==> src/rtl/seg7_scan_mux_if.sv <==
// Signal bundle between the display datapath and the 7-segment scanner.
// load is a plain level strobe: every cycle it is high, bcd_in/dp_in are captured.
interface seg7_scan_mux_if #(
  parameter int NDIGITS = 4
);
  localparam int SW = (NDIGITS > 1) ? $clog2(NDIGITS) : 1;

  logic [4*NDIGITS-1:0] bcd_in;
  logic [NDIGITS-1:0]   dp_in;
  logic                 load;
  logic                 blank_lz;
  logic [6:0]           seg;
  logic                 dp;
  logic [NDIGITS-1:0]   an;
  logic [SW-1:0]        digit_sel;
  logic                 frame_tick;

  modport master (
    output bcd_in, dp_in, load, blank_lz,
    input  seg, dp, an, digit_sel, frame_tick
  );

  modport slave (
    input  bcd_in, dp_in, load, blank_lz,
    output seg, dp, an, digit_sel, frame_tick
  );
endinterface

==> src/rtl/seg7_scan_mux.sv <==
// Time-multiplexed N-digit common-anode 7-segment driver with frame-synchronous
// updates, leading-zero blanking and an all-off dead gap at the start of each slot.
module seg7_scan_mux #(
  parameter int NDIGITS       = 4,
  parameter int REFRESH_DIV   = 50000,
  parameter int GAP_CYCLES    = 1,
  parameter int AN_ACTIVE_LOW = 1
) (
  input logic            clk,
  input logic            reset,
  seg7_scan_mux_if.slave bus
);
  localparam int SW = (NDIGITS > 1) ? $clog2(NDIGITS) : 1;
  localparam int CW = $clog2(REFRESH_DIV);
  localparam logic [CW-1:0]      CNT_LAST = CW'(REFRESH_DIV - 1);
  localparam logic [SW-1:0]      IDX_LAST = SW'(NDIGITS - 1);
  localparam logic [NDIGITS-1:0] AN_OFF   = {NDIGITS{AN_ACTIVE_LOW != 0}};

  logic [CW-1:0]        cnt;
  logic [SW-1:0]        idx;
  logic [4*NDIGITS-1:0] hold_bcd, disp_bcd;
  logic [NDIGITS-1:0]   hold_dp, disp_dp;
  logic                 slot_end, boundary, boundary_q;
  logic                 in_gap;
  logic [NDIGITS-1:0]   lz, an_hot;
  logic [3:0]           code;
  logic                 code_dp, code_blank;
  logic                 above_zero;

  function automatic logic [6:0] seg_decode(input logic [3:0] c);
    case (c)
      4'h0: seg_decode = 7'b0000001;
      4'h1: seg_decode = 7'b1001111;
      4'h2: seg_decode = 7'b0010010;
      4'h3: seg_decode = 7'b0000110;
      4'h4: seg_decode = 7'b1001100;
      4'h5: seg_decode = 7'b0100100;
      4'h6: seg_decode = 7'b0100000;
      4'h7: seg_decode = 7'b0001111;
      4'h8: seg_decode = 7'b0000000;
      4'h9: seg_decode = 7'b0000100;
      4'hA: seg_decode = 7'b0001000;
      4'hB: seg_decode = 7'b1100000;
      4'hC: seg_decode = 7'b0110001;
      4'hD: seg_decode = 7'b1000010;
      4'hE: seg_decode = 7'b0110000;
      default: seg_decode = 7'b0111000;
    endcase
  endfunction

  assign slot_end = (cnt == CNT_LAST);
  assign boundary = slot_end && (idx == IDX_LAST);

  generate
    if (GAP_CYCLES > 0) begin : g_gap
      localparam logic [CW-1:0] GAP_LIM = CW'(GAP_CYCLES);
      assign in_gap = (cnt < GAP_LIM);
    end else begin : g_no_gap
      assign in_gap = 1'b0;
    end
  endgenerate

  always_ff @(posedge clk or posedge reset) begin
    if (reset) begin
      cnt        <= '0;
      idx        <= '0;
      boundary_q <= 1'b0;
    end else begin
      cnt        <= slot_end ? '0 : cnt + 1'b1;
      boundary_q <= boundary;
      if (slot_end) idx <= (idx == IDX_LAST) ? '0 : idx + 1'b1;
    end
  end

  // disp only changes on the frame boundary so a scan never mixes old and new data.
  always_ff @(posedge clk or posedge reset) begin
    if (reset) begin
      hold_bcd <= '0;
      hold_dp  <= '0;
      disp_bcd <= '0;
      disp_dp  <= '0;
    end else begin
      if (bus.load) begin
        hold_bcd <= bus.bcd_in;
        hold_dp  <= bus.dp_in;
      end
      if (boundary) begin
        disp_bcd <= hold_bcd;
        disp_dp  <= hold_dp;
      end
    end
  end

  // lz[i]: digit i and everything above it are zero; digit 0 is never a candidate.
  always_comb begin
    lz         = '0;
    above_zero = 1'b1;
    for (int i = NDIGITS - 1; i >= 1; i--) begin
      above_zero = above_zero && (disp_bcd[4*i +: 4] == 4'h0);
      lz[i]      = above_zero;
    end
  end

  always_comb begin
    code       = 4'h0;
    code_dp    = 1'b0;
    code_blank = 1'b0;
    an_hot     = '0;
    for (int i = 0; i < NDIGITS; i++) begin
      if (idx == SW'(i)) begin
        code       = disp_bcd[4*i +: 4];
        code_dp    = disp_dp[i];
        code_blank = lz[i];
        an_hot[i]  = 1'b1;
      end
    end
  end

  always_ff @(posedge clk or posedge reset) begin
    if (reset) begin
      bus.seg        <= 7'h7F;
      bus.dp         <= 1'b1;
      bus.an         <= AN_OFF;
      bus.digit_sel  <= '0;
      bus.frame_tick <= 1'b0;
    end else begin
      bus.digit_sel  <= idx;
      bus.frame_tick <= boundary_q;
      if (in_gap) begin
        bus.seg <= 7'h7F;
        bus.dp  <= 1'b1;
        bus.an  <= AN_OFF;
      end else begin
        bus.seg <= (bus.blank_lz && code_blank) ? 7'h7F : seg_decode(code);
        bus.dp  <= ~code_dp;
        bus.an  <= (AN_ACTIVE_LOW != 0) ? ~an_hot : an_hot;
      end
    end
  end
endmodule

==> src/flat_wrapper.sv <==
// flat-port wrapper written by rule: the top's interface ports become plain ports
module seg7_scan_mux_flat 
#(
  parameter int NDIGITS       = 4,
  parameter int REFRESH_DIV   = 50000,
  parameter int GAP_CYCLES    = 1,
  parameter int AN_ACTIVE_LOW = 1
)
  (clk, reset, bus_bcd_in, bus_dp_in, bus_load, bus_blank_lz, bus_seg, bus_dp, bus_an, bus_digit_sel, bus_frame_tick);
  seg7_scan_mux_if #(.NDIGITS(NDIGITS)) bus_i ();
  input logic clk;
  input logic reset;
  input wire logic [$bits(bus_i.bcd_in)-1:0] bus_bcd_in;
  input wire logic [$bits(bus_i.dp_in)-1:0] bus_dp_in;
  input wire logic [$bits(bus_i.load)-1:0] bus_load;
  input wire logic [$bits(bus_i.blank_lz)-1:0] bus_blank_lz;
  output wire logic [$bits(bus_i.seg)-1:0] bus_seg;
  output wire logic [$bits(bus_i.dp)-1:0] bus_dp;
  output wire logic [$bits(bus_i.an)-1:0] bus_an;
  output wire logic [$bits(bus_i.digit_sel)-1:0] bus_digit_sel;
  output wire logic [$bits(bus_i.frame_tick)-1:0] bus_frame_tick;
  assign bus_i.bcd_in = bus_bcd_in;
  assign bus_i.dp_in = bus_dp_in;
  assign bus_i.load = bus_load;
  assign bus_i.blank_lz = bus_blank_lz;
  assign bus_seg = bus_i.seg;
  assign bus_dp = bus_i.dp;
  assign bus_an = bus_i.an;
  assign bus_digit_sel = bus_i.digit_sel;
  assign bus_frame_tick = bus_i.frame_tick;
  seg7_scan_mux #(.NDIGITS(NDIGITS), .REFRESH_DIV(REFRESH_DIV), .GAP_CYCLES(GAP_CYCLES), .AN_ACTIVE_LOW(AN_ACTIVE_LOW)) u_core (.clk(clk), .reset(reset), .bus(bus_i));
endmodule
==> config.mk <==
export PLATFORM = sky130hd
export DESIGN_NAME = seg7_scan_mux_flat
export DESIGN_NICKNAME = d
export VERILOG_FILES = /design/src/rtl/seg7_scan_mux_if.sv /design/src/rtl/seg7_scan_mux.sv /design/src/flat_wrapper.sv
export SDC_FILE = /design/constraint.sdc
export NUM_CORES = 1
export LEC_CHECK = 0
export ABC_AREA = 1
export CORE_MARGIN = 2
export CORE_UTILIZATION = 45
export DETAILED_ROUTE_END_ITERATION = 8
export PLACE_DENSITY = 0.66
export SLEW_MARGIN = 20
export SYNTH_ARGS = -nofsm -noshare
export SYNTH_HDL_FRONTEND = slang
export SYNTH_SLANG_ARGS = --single-unit
export TNS_END_PERCENT = 100
==> constraint.sdc <==
create_clock -name clk -period 3.3 [get_ports clk]
set_clock_uncertainty 0.15 [all_clocks]
set_input_delay 0.66 -clock clk [delete_from_list [all_inputs] [get_ports clk]]
set_output_delay 0.66 -clock clk [all_outputs]
set_load 0.005 [all_outputs]
Yosys cells after proc, flatten, opt, wreduce, memory -nomap -nowiden
Memories as Yosys holds them, arrays and structs flattened.
Cells that the tools add are included.
Word-level totals
  memory bits (read-only): 112
  memories: 1
  output and inout port bits: 15
  logic and storage cells: 51
  register bits after elaboration: 74
  bits of input ports: 24
Operators by class
  multiplexer cells: 21
  bitwise operators: 2
  reductions and logical operators: 8
  eq/ne operators: 4
  add/sub/neg operators: 2
  $lt $le $gt $ge: 1
Memory list
  (name not given): words 16, bits a word 7, read ports 1, clocked after Yosys merged registers in 0, wr ports 0, line seg7_scan_mux.sv:31  | case (c)
Operators by type and width (count)
  4-bit 2-to-1 mux: 5
  16-bit by 1-bit adder with 16-bit output (second input constant): 1
  16-bit == test (second input constant): 1
  16-bit by 1-bit < comparator with 1-bit output (second input constant): 1
  16-bit 2-to-1 mux: 1
  7-bit 2-to-1 mux: 2
  4-bit zero test: 3
  1-bit 2-to-1 mux: 12
  2-bit == test (second input constant): 2
  1-bit logical AND: 4
  4-bit inverter: 1
  2-bit by 1-bit adder with 2-bit output (second input constant): 1
  2-bit by 1-bit == test with 1-bit output (second input constant): 1
  2-bit zero test: 1
  2-bit 2-to-1 mux: 1
  1-bit inverter: 1

Longest topological paths before layout
Gate-level depths: netlist of run 1.
  word-level depth: 9
  mapped depth: 14
  gate-level depth less buffers: 14

Least setup slack after synthesis of run 1
Ideal clock, no wire load.
  path kind: reg2reg
  start: register u_core.idx[1]
  end: register u_core.bus.seg[3]
  arrival: 1812 ps
  path buffers: 0
  cell stages (with the launch flop): 15
  slack: 1250 ps
  data required time: 3062 ps
  period minus slack after synthesis: 2050 ps
  cells stage by stage: dfrtp_1 > inv_1 > ha_1 > inv_2 > nor2_1 > nor2_1 > nand2_1 > nand2_1 > o21ai_1 > inv_1 > ha_1 > nand3_1 > nand2_1 > nand2_1 > nand3_1
On the way
  word-level cells in the longest chain between the ends: 8
Ends and longest elaborated chain
  start, declared: line seg7_scan_mux.sv:20  | logic [SW-1:0] idx;
  start signal, assigned: line seg7_scan_mux.sv:71  | if (slot_end) idx <= (idx == IDX_LAST) ? '0 : idx + 1'b1;
  2-bit zero test: line seg7_scan_mux.sv:110  | if (idx == SW'(i)) begin
  4-bit 2-to-1 mux (4 in series): line seg7_scan_mux.sv:110
  memory 16 x 7 bit
  7-bit 2-to-1 mux *: line seg7_scan_mux.sv:134  | bus.seg <= (bus.blank_lz && code_blank) ? 7'h7F : seg_decode(code);
  7-bit 2-to-1 mux *: line seg7_scan_mux.sv:129  | if (in_gap) begin
  end signal, assigned: line seg7_scan_mux.sv:134
  end, declared: line seg7_scan_mux_if.sv:25  | output seg, dp, an, digit_sel, frame_tick
Mark *: on every way between the ends. The rest lies on a longest branch, timed or not.
A chain may end at the register's enable or synchronous reset.

Worst setup path in the final report of run 1
Same ends and word-level chain as after synthesis.

==> results of run 1 <==
## routing by layer
metal  vias to the layer above  wire length [um]
met5                         -                 0
met4                         0               201
met3                        18               362
met2                        92              3130
met1                      1306              3250
li1                       1432                 -
## through the flow
step	hold slack, ns	setup WS [ns]	cell area [um^2]
after global placement	0.190	1.08	4120
after detailed placement	0.187	0.931	4120
final	0.203	0.869	4320
after floorplan	0.181	0.628	3660
after CTS	0.206	0.910	4320
after global routing	0.211	0.615	4320
## layout make-up
class / instances / area, um^2 / area share
sequential: 74 / 1870 / 0.433
multi-input combinational: 285 / 1500 / 0.348
timing repair buffer: 40 / 408 / 0.0945
inverter: 57 / 219 / 0.0507
clock buffer: 10 / 128 / 0.0296
tap: 102 / 128 / 0.0296
clock inverter: 6 / 66.3 / 0.0154
## registers in the layout, summed over array words and instances (netlist names)
register               cells
u_core.cnt                16
u_core.disp_bcd           16
u_core.hold_bcd           16
u_core.bus.seg             7
u_core.bus.an              4
u_core.disp_dp             4
u_core.hold_dp             4
u_core.bus.digit_sel       2
u_core.idx                 2
u_core.boundary_q          1
u_core.bus.dp              1
u_core.bus.frame_tick      1
## cell usage after synthesis, types with 2 or more instances
library cell	instances	share of area
inv_1	51	0.052
inv_2	5	0.0051
a21oi_1	14	0.019
nor2_1	37	0.038
nand3_1	33	0.045
ha_1	12	0.041
nand2_2	10	0.017
buf_6	4	0.012
dfrtp_1	62	0.42
clkbuf_1	3	0.0031
o21ai_1	2	0.0027
nand4_1	5	0.0085
dfstp_2	12	0.086
nand2_1	104	0.11
o21ai_0	22	0.030
nor3_1	6	0.0082
xor2_1	9	0.022
o21ai_2	21	0.050
## how the worst min path moves through the flow
stage,start,to,slack [ns],depth (start not counted)
6_report,u_core.boundary_q,u_core.bus.frame_tick,0.20,0
5_1_grt,u_core.boundary_q,u_core.bus.frame_tick,0.21,0
4_1_cts,u_core.boundary_q,u_core.bus.frame_tick,0.21,0
3_5_place_dp,u_core.boundary_q,u_core.bus.frame_tick,0.19,0
3_3_place_gp,u_core.boundary_q,u_core.bus.frame_tick,0.19,0
2_1_floorplan,u_core.boundary_q,u_core.bus.frame_tick,0.18,0
## layout by cell type (no fill, tap or decap), drive strengths merged, types with 2 or more instances in the layout
cell           synthesis  final
clkdlybuf4s50          0     38
dfrtp                 62     62
clkbuf                 3     10
nor2                  37     37
buf                    7      2
nor3                   7      7
clkinv                 1      2
nand3                 33     33
ha                    12     12
clkinvlp               0      3
dfstp                 12     12
nand4                  5      5
a21oi                 14     14
xor2                   9      9
o21ai                 45     45
inv                   56     57
nand2                115    115
## power by group through the flow
stage | clock network (W) | registers [W] | logic [W]
2_1_floorplan | 0 | 0.000950 | 0.0000460
3_3_place_gp | 0 | 0.000950 | 0.0000879
3_5_place_dp | 0 | 0.000952 | 0.0000902
4_1_cts | 0.000714 | 0.000934 | 0.0000904
5_1_grt | 0.000753 | 0.000936 | 0.000101
6_report | 0.000692 | 0.000934 | 0.0000872
## kinds of logic after synthesis
group | Yosys count | synth area share
buf+inv | 67 | 0.0797
xor+xnor | 10 | 0.0239
simple gates | 202 | 0.239
fa+ha+maj | 12 | 0.0410
flops | 74 | 0.510
compound gates | 61 | 0.106
## worst max-delay path: cells and delay by family (launching register included)
family | cells | cell delay, ns
buffers and inverters | 3 | 0.35
flip-flops | 1 | 0.42
AO/OA/AOI/OAI | 1 | 0.21
adder cells (fa/ha/maj) | 2 | 0.63
AND/OR/NAND/NOR | 8 | 0.62
==> metrics list, run 1 <==
- Arrival time at the worst endpoint: between 2 and 3 ns
- Boundary pin count: 39
* Number of standard cells in the layout, taps in and fillers out: ~570
- For this run, the top clock speed supported by timing is 0.411 GHz.
- Post-synth EDFFs: 0
- For this run, the detailed router's first-pass iteration total came to 5.
- On the critical path, the stage with the largest delay is an instance of dfrtp_1.
* Max-slew violation count: 0
- For this run, the share of the core covered by cells in the final layout is 0.553.
* Required time at the worst-slack endpoint: 3.44 ns
- At the pin with the least slew margin, the transition time is 0.675 ns.
* CTS root buf: clkbuf_8
- Critical Path End: u_core.bus.seg[3]
* Final antenna diode count: 0
- CTS tree: done
- For met2 alone, demand over resource in global routing was 0.267.
- DRC marker count from the first detailed-route iteration: between 100 and 150
* DP Cell Count: around 560
- Period utilization: 0.737
* Critical path startpoint category: flip-flop
* Wire length of the first global-routing pass: between 10 and 15 mm
- Power Density: 397 mW/mm^2
- TritonCTS created 9 clock buffers.
- After global routing, the most crowded layer is met2.
- Largest net degree at the start of global routing: 44
- The synthesized netlist occupies a cell area of 0.00366 mm^2.
* Setup fix buffers added after clock tree synthesis: 0
- Remaining max-slew budget at the tightest pin: 0.549
* Clock sinks: 74
* Status: finished clean
* Clock slew at the register clock pins of the worst setup and hold paths: 0.08 ns
- Overflow left after global routing: 0
- Port bufs: 38
* Final-layout setup total negative slack: 0 ns
* Switching power total: ~0.00040 W
* CP Max Fanout: 7
* Vias in the first global route: ~2700
- The critical path is of the flip-flop to flip-flop type.
- In the global route stage, met1 resource usage came out at 0.231.
- Traced cell by cell, the critical path runs through inv_1 > ha_1 > inv_2 > nor2_1 > nor2_1 > nand2_1 > nand2_1 > o21ai_1 > inv_1 > ha_1 > nand3_1 > nand2_1 > nand2_1 > nand3_1.
- Sequential share of power: 0.545
- The total area inside the core boundary comes to 0.00781 mm^2.
* Later-pin clock latency in the skew report: 0.35 ns
- Count of filler cells inserted in the layout: between 700 and 800
* Total Routing Usage GR: 0.173
* Synthesis-to-finish area growth: 18.0%
* Number of library cell types mapped by synthesis: 32
- Crit path largest cell delay: 0.42 ns
- Y dimension of the die: between 90 and 100 um
* Antenna viol nets, final: 0
- The most critical setup path has its startpoint at u_core.idx[1].
* Floorplan die width: 94.2 um
* Final hold vios: 0
- The share of total power dissipated in the clock network is 0.404.
- Leak Pwr: 2.17 nW
- Wirelength per Cell: 12.1 um
* Total number of vias: 2848
* Internal Power: 0.00132 W
- Syn. warnings: 0
- The design draws 0.00171 W.
* H-tree level count: 3
* Row cnt: 32
* Detailed Route WL: 6.94 mm
* Post-DP HPWL: 5.13 mm
* Max-cap check violation count: 0
* Most prevalent standard cell on the critical path: nand2_1
- Initial core utilization: 0.469
* Register bit total from synthesis: 74
- After clock tree synthesis, the repair step resized 0 gates.
- Tmin final: 2.43 ns
- After synthesis, the mean cell area works out to approximately 8.6 um^2.
- Fraction of power spent switching nets: 0.232
- Post-synthesis cell count: 426
* Full die area: 0.00887 mm^2
- Of the synthesized area, sequential elements account for 0.510.
- Launching point of the worst reg2reg path: u_core.idx[1]
- The worst register-to-register path ends at u_core.bus.seg[3].
- The congestion estimate from routability-driven global placement came to between 0.9 and 1.
- Counting every net in the synthesized netlist gives around 460.
- Setup repair after global routing left no endpoint under its margin.
- Met3 Use GR: 0.0305
- Using the TritonRoute via totals, the vias-per-cell ratio works out to 4.96.
- Most used flip-flop cell after synthesis: dfrtp_1
- Deepest clock path buffer count: 2
* Final setup violation count: 0
- Setup slack on the worst reg-to-reg path comes out at 0.87 ns.
- After detailed routing, the number of remaining DRC violations is 0.
* Maximum vdd ir drop: 224 uV
- The tightest min-delay check is of the flip-flop to flip-flop type.
- Final #Nets: 503
- The number of antenna violations at the first check in global routing was 0.
- Counting flops with an async set or reset pin after synthesis yields a share of 1.00.
* Hold_buf cts: 0
- Ratio of cells with drive above 1 in the final layout: 0.146
- Counting cells, the worst reg-to-reg path comes to 14.
* Nature of the critical path endpoint: flip-flop
* Fraction of power consumed by combinational cells: 0.051
Power figures use the tool's default switching activity.
==> run 2: changes to the inputs <==
clock period = 2.26 ns   (was 3.3 ns; I/O delays follow)
==> metrics list, run 2 (synthesis gave the netlist of run 1 again) <==
* Status: finished clean
- Buffering stage count on the worst path with inverters included: 1 (-2)
- The all-layer global routing usage is 0.169 (-0.00353).
- The number of antenna violations at the first check in global routing came to 0 (unchanged).
- Full die area: 0.00887 mm^2 (unchanged)
- The final critical-path share of the clock period is 0.908 (+0.172).
* Synthesis-to-finish area growth: 20.4%
* Leak Pwr: 2.20 nW (+1.7%)
* Clock slew at the register clock pins of the worst setup and hold paths: 0.07 ns (about the same)
* Setup fix buffers added after clock tree synthesis: 0 (unchanged)
- The top achievable clock speed came to 0.487 GHz (+18%).
- The total power is 0.00238 W (+39%).
* DP Cell Count: 566 (+1.4%)
- Worst min path class: flip-flop to flip-flop
- STA classifies the critical path endpoint as a flip-flop.
* Antenna viol nets, final: 0 (unchanged)
- The HPWL after detailed placement is 4.99 mm (-2.8%).
- Worst reg2reg endpoint: u_core.bus.seg[5]
- Final hold vios: 0 (unchanged)
- The placement-stage worst setup slack is 0.0787 ns (-0.853 ns).
* Max-slew violation count: 0 (unchanged)
- Crit path max-delay cell type: dfrtp_1
* Power Density: 540 mW/mm^2 (+36%)
- DRT Pass-1 Iters: 4 (-1)
- Required time at the worst-slack endpoint: 2.38 ns (-1.06 ns)
- Deepest clock path buffer count: 2 (unchanged)
- Hold_buf cts: 0 (unchanged)
- Boundary pin count: 39 (unchanged)
- Arrival time at the worst endpoint: 2.18 ns (-0.39 ns)
- Remaining max-slew budget at the tightest pin: 0.625 (+0.0762)
- Unrepaired setup endpoints after global routing: false
* Worst-Margin Slew: 0.562 ns (-0.113 ns)
- Worst Hold Depth: 0 (unchanged)
- Detailed Route WL: 6.80 mm (-2.1%)
* TritonCTS Buffers: 9 (unchanged)
- The number of sinks handled by clock tree synthesis came to 74 (unchanged).
- The count of placed standard cells in the final layout, fillers left out was 582 (+1.4%).
- The cell sitting at the root of the clock tree is a clkbuf_8.
- WHS Endpoint: u_core.bus.frame_tick
* Most common cell after layout, fill and taps aside: nand2_1
- Wirelength per Cell: 11.7 um (-3.4%)
- The number of endpoints failing setup at the final stage is 0 (unchanged).
- Cts repair resizes: 0 (unchanged)
- The summed negative setup slack over all endpoints was 0 ns (unchanged).
* Vias in the first global route: 2621 (-2.7%)
* Weighted congestion at the end of routability-driven global placement: 0.866 (-6.2%)
- Depth of the most critical reg-to-reg path: 12 (-2)
- Overflow left after global routing: 0 (unchanged)
* Origin of the worst min-delay path: u_core.boundary_q
- The insertion delay to the later sink of the worst-skew pair is 0.34 ns (about the same).
- The largest stage delay on the critical path is 0.42 ns (about the same).
- The number of nets in the layout was 511 (+1.6%).
- DRC marker count from the first detailed-route iteration: 160 (+16%)
* Tmin final: 2.05 ns (-0.379 ns)
- Critical path startpoint category: flip-flop
- The core outline area was 0.00781 mm^2 (unchanged).
- The critical path goes through inv_1 > ha_2 > nand2_1 > nand2_1 > nand2_1 > nand2_1 > o21ai_0 > ha_1 > nand3_1 > nor2_1 > nor2_1 > nand2_1.
- Initial core utilization: 0.469 (unchanged)
- Ratio of cells with drive above 1 in the final layout: 0.181 (+0.0351)
- R2R setup slack: 0.21 ns (-0.66 ns)
- Largest net degree at the start of global routing: 75 (+70%)
- The quantity of I/O buffers inserted on ports was 38 (unchanged).
- The die width is 94.2 um (unchanged).
- In the layout the commonest cells are nand2_1, dfrtp_1, inv_1.
- Maximum vdd ir drop: 285 uV (+27%)
- CTS tree: done
- The row count was 32 (unchanged).
* Wire length of the first global-routing pass: 11.9 mm (-0.86%)
* Fin worst setup slack: 0.207 ns (-0.661 ns)
* Launching point of the worst reg2reg path: u_core.idx[0]
* End-of-flow core utilization: 0.564 (+0.0115)
* Y dimension of the die: 94.2 um (unchanged)
- The number of violations of the max-capacitance limit was 0 (unchanged).
* Registers with the highest flip-flop counts: u_core.cnt (16), u_core.disp_bcd (16), u_core.hold_bcd (16)
- Final antenna diode count: 0 (unchanged)
* Most prevalent standard cell on the critical path: nand2_1
- The maximum fanout along the worst path was 6 (-1).
- Worst path top cell family by delay: simple AND/OR/NAND/NOR gates
* DRC violation count after routing: 0 (unchanged)
- Total number of vias: 2747 (-3.5%)
- The routed via count divided by cell count came to 4.72 (-4.9%).
- The H-tree depth was 3 (unchanged).
- The critical path in this run is classified as flip-flop to flip-flop.
run 2: worst reg2reg max path, cell delays in order, from the launching register on:
cell and delay, ns:
dfrtp_1 0.42, inv_1 0.14, ha_2 0.25, nand2_1 0.06, nand2_1 0.06, nand2_1 0.05, nand2_1 0.10, o21ai_0 0.15
ha_1 0.31, nand3_1 0.08, nor2_1 0.05, nor2_1 0.12, nand2_1 0.05
run 2: area by class of cell:
cell class / instances / area (um^2)
Inverter: 57 / 223
Clock buffer: 11 / 141
Fill cell: 748 / 3400
Multi-Input combinational cell: 285 / 1520
Timing Repair Buffer: 48 / 493
Clock inverter: 5 / 30.0
Tap cell: 102 / 128
Sequential cell: 74 / 1870
run 2: routing by layer:
layer / vias up / global-route usage / share of wire
met2: 54 / 0.258 / 0.45
met5: - / 0 / 0
met4: 0 / 0.0676 / 0.018
met3: 10 / 0.0297 / 0.042
li1: 1448 / - / -
met1: 1235 / 0.240 / 0.49
run 2: per-stage QoR:
step                cell area (um^2)  hold slack [ns]
finish                          4410            0.205
global route                    4410            0.223
CTS                             4380            0.209
detailed placement              4210            0.191
global placement                4210            0.185
floorplan                       3660            0.181
run 2: report_power, final:
group | internal (W) | leakage [nW] | total (W) | switching, W
logic | 0.0000543 | 1.18 | 0.000127 | 0.0000725
clock network | 0.000423 | 0.0851 | 0.000887 | 0.000465
registers | 0.00136 | 0.940 | 0.00136 | 0.00000718
run 2: worst max-delay path by stage:
stage	from	endpoint	slack, ns	cells past startpoint
after global routing	u_core.idx[1]	u_core.bus.seg[6]	0.002	13
after global placement	u_core.idx[1]	u_core.bus.seg[1]	0.19	14
after CTS	u_core.idx[0]	u_core.bus.seg[1]	0.06	12
after detailed placement	u_core.idx[0]	u_core.bus.seg[1]	0.08	12
final	u_core.idx[0]	u_core.bus.seg[5]	0.21	12
after floorplan	u_core.idx[1]	u_core.bus.seg[3]	0.21	14
==> run 3: changes to the inputs <==
CTS_CLUSTER_SIZE = 14   (was unset)
==> results of run 3 <==
No change in the layout: final DEF, timing and power equal those of run 2.
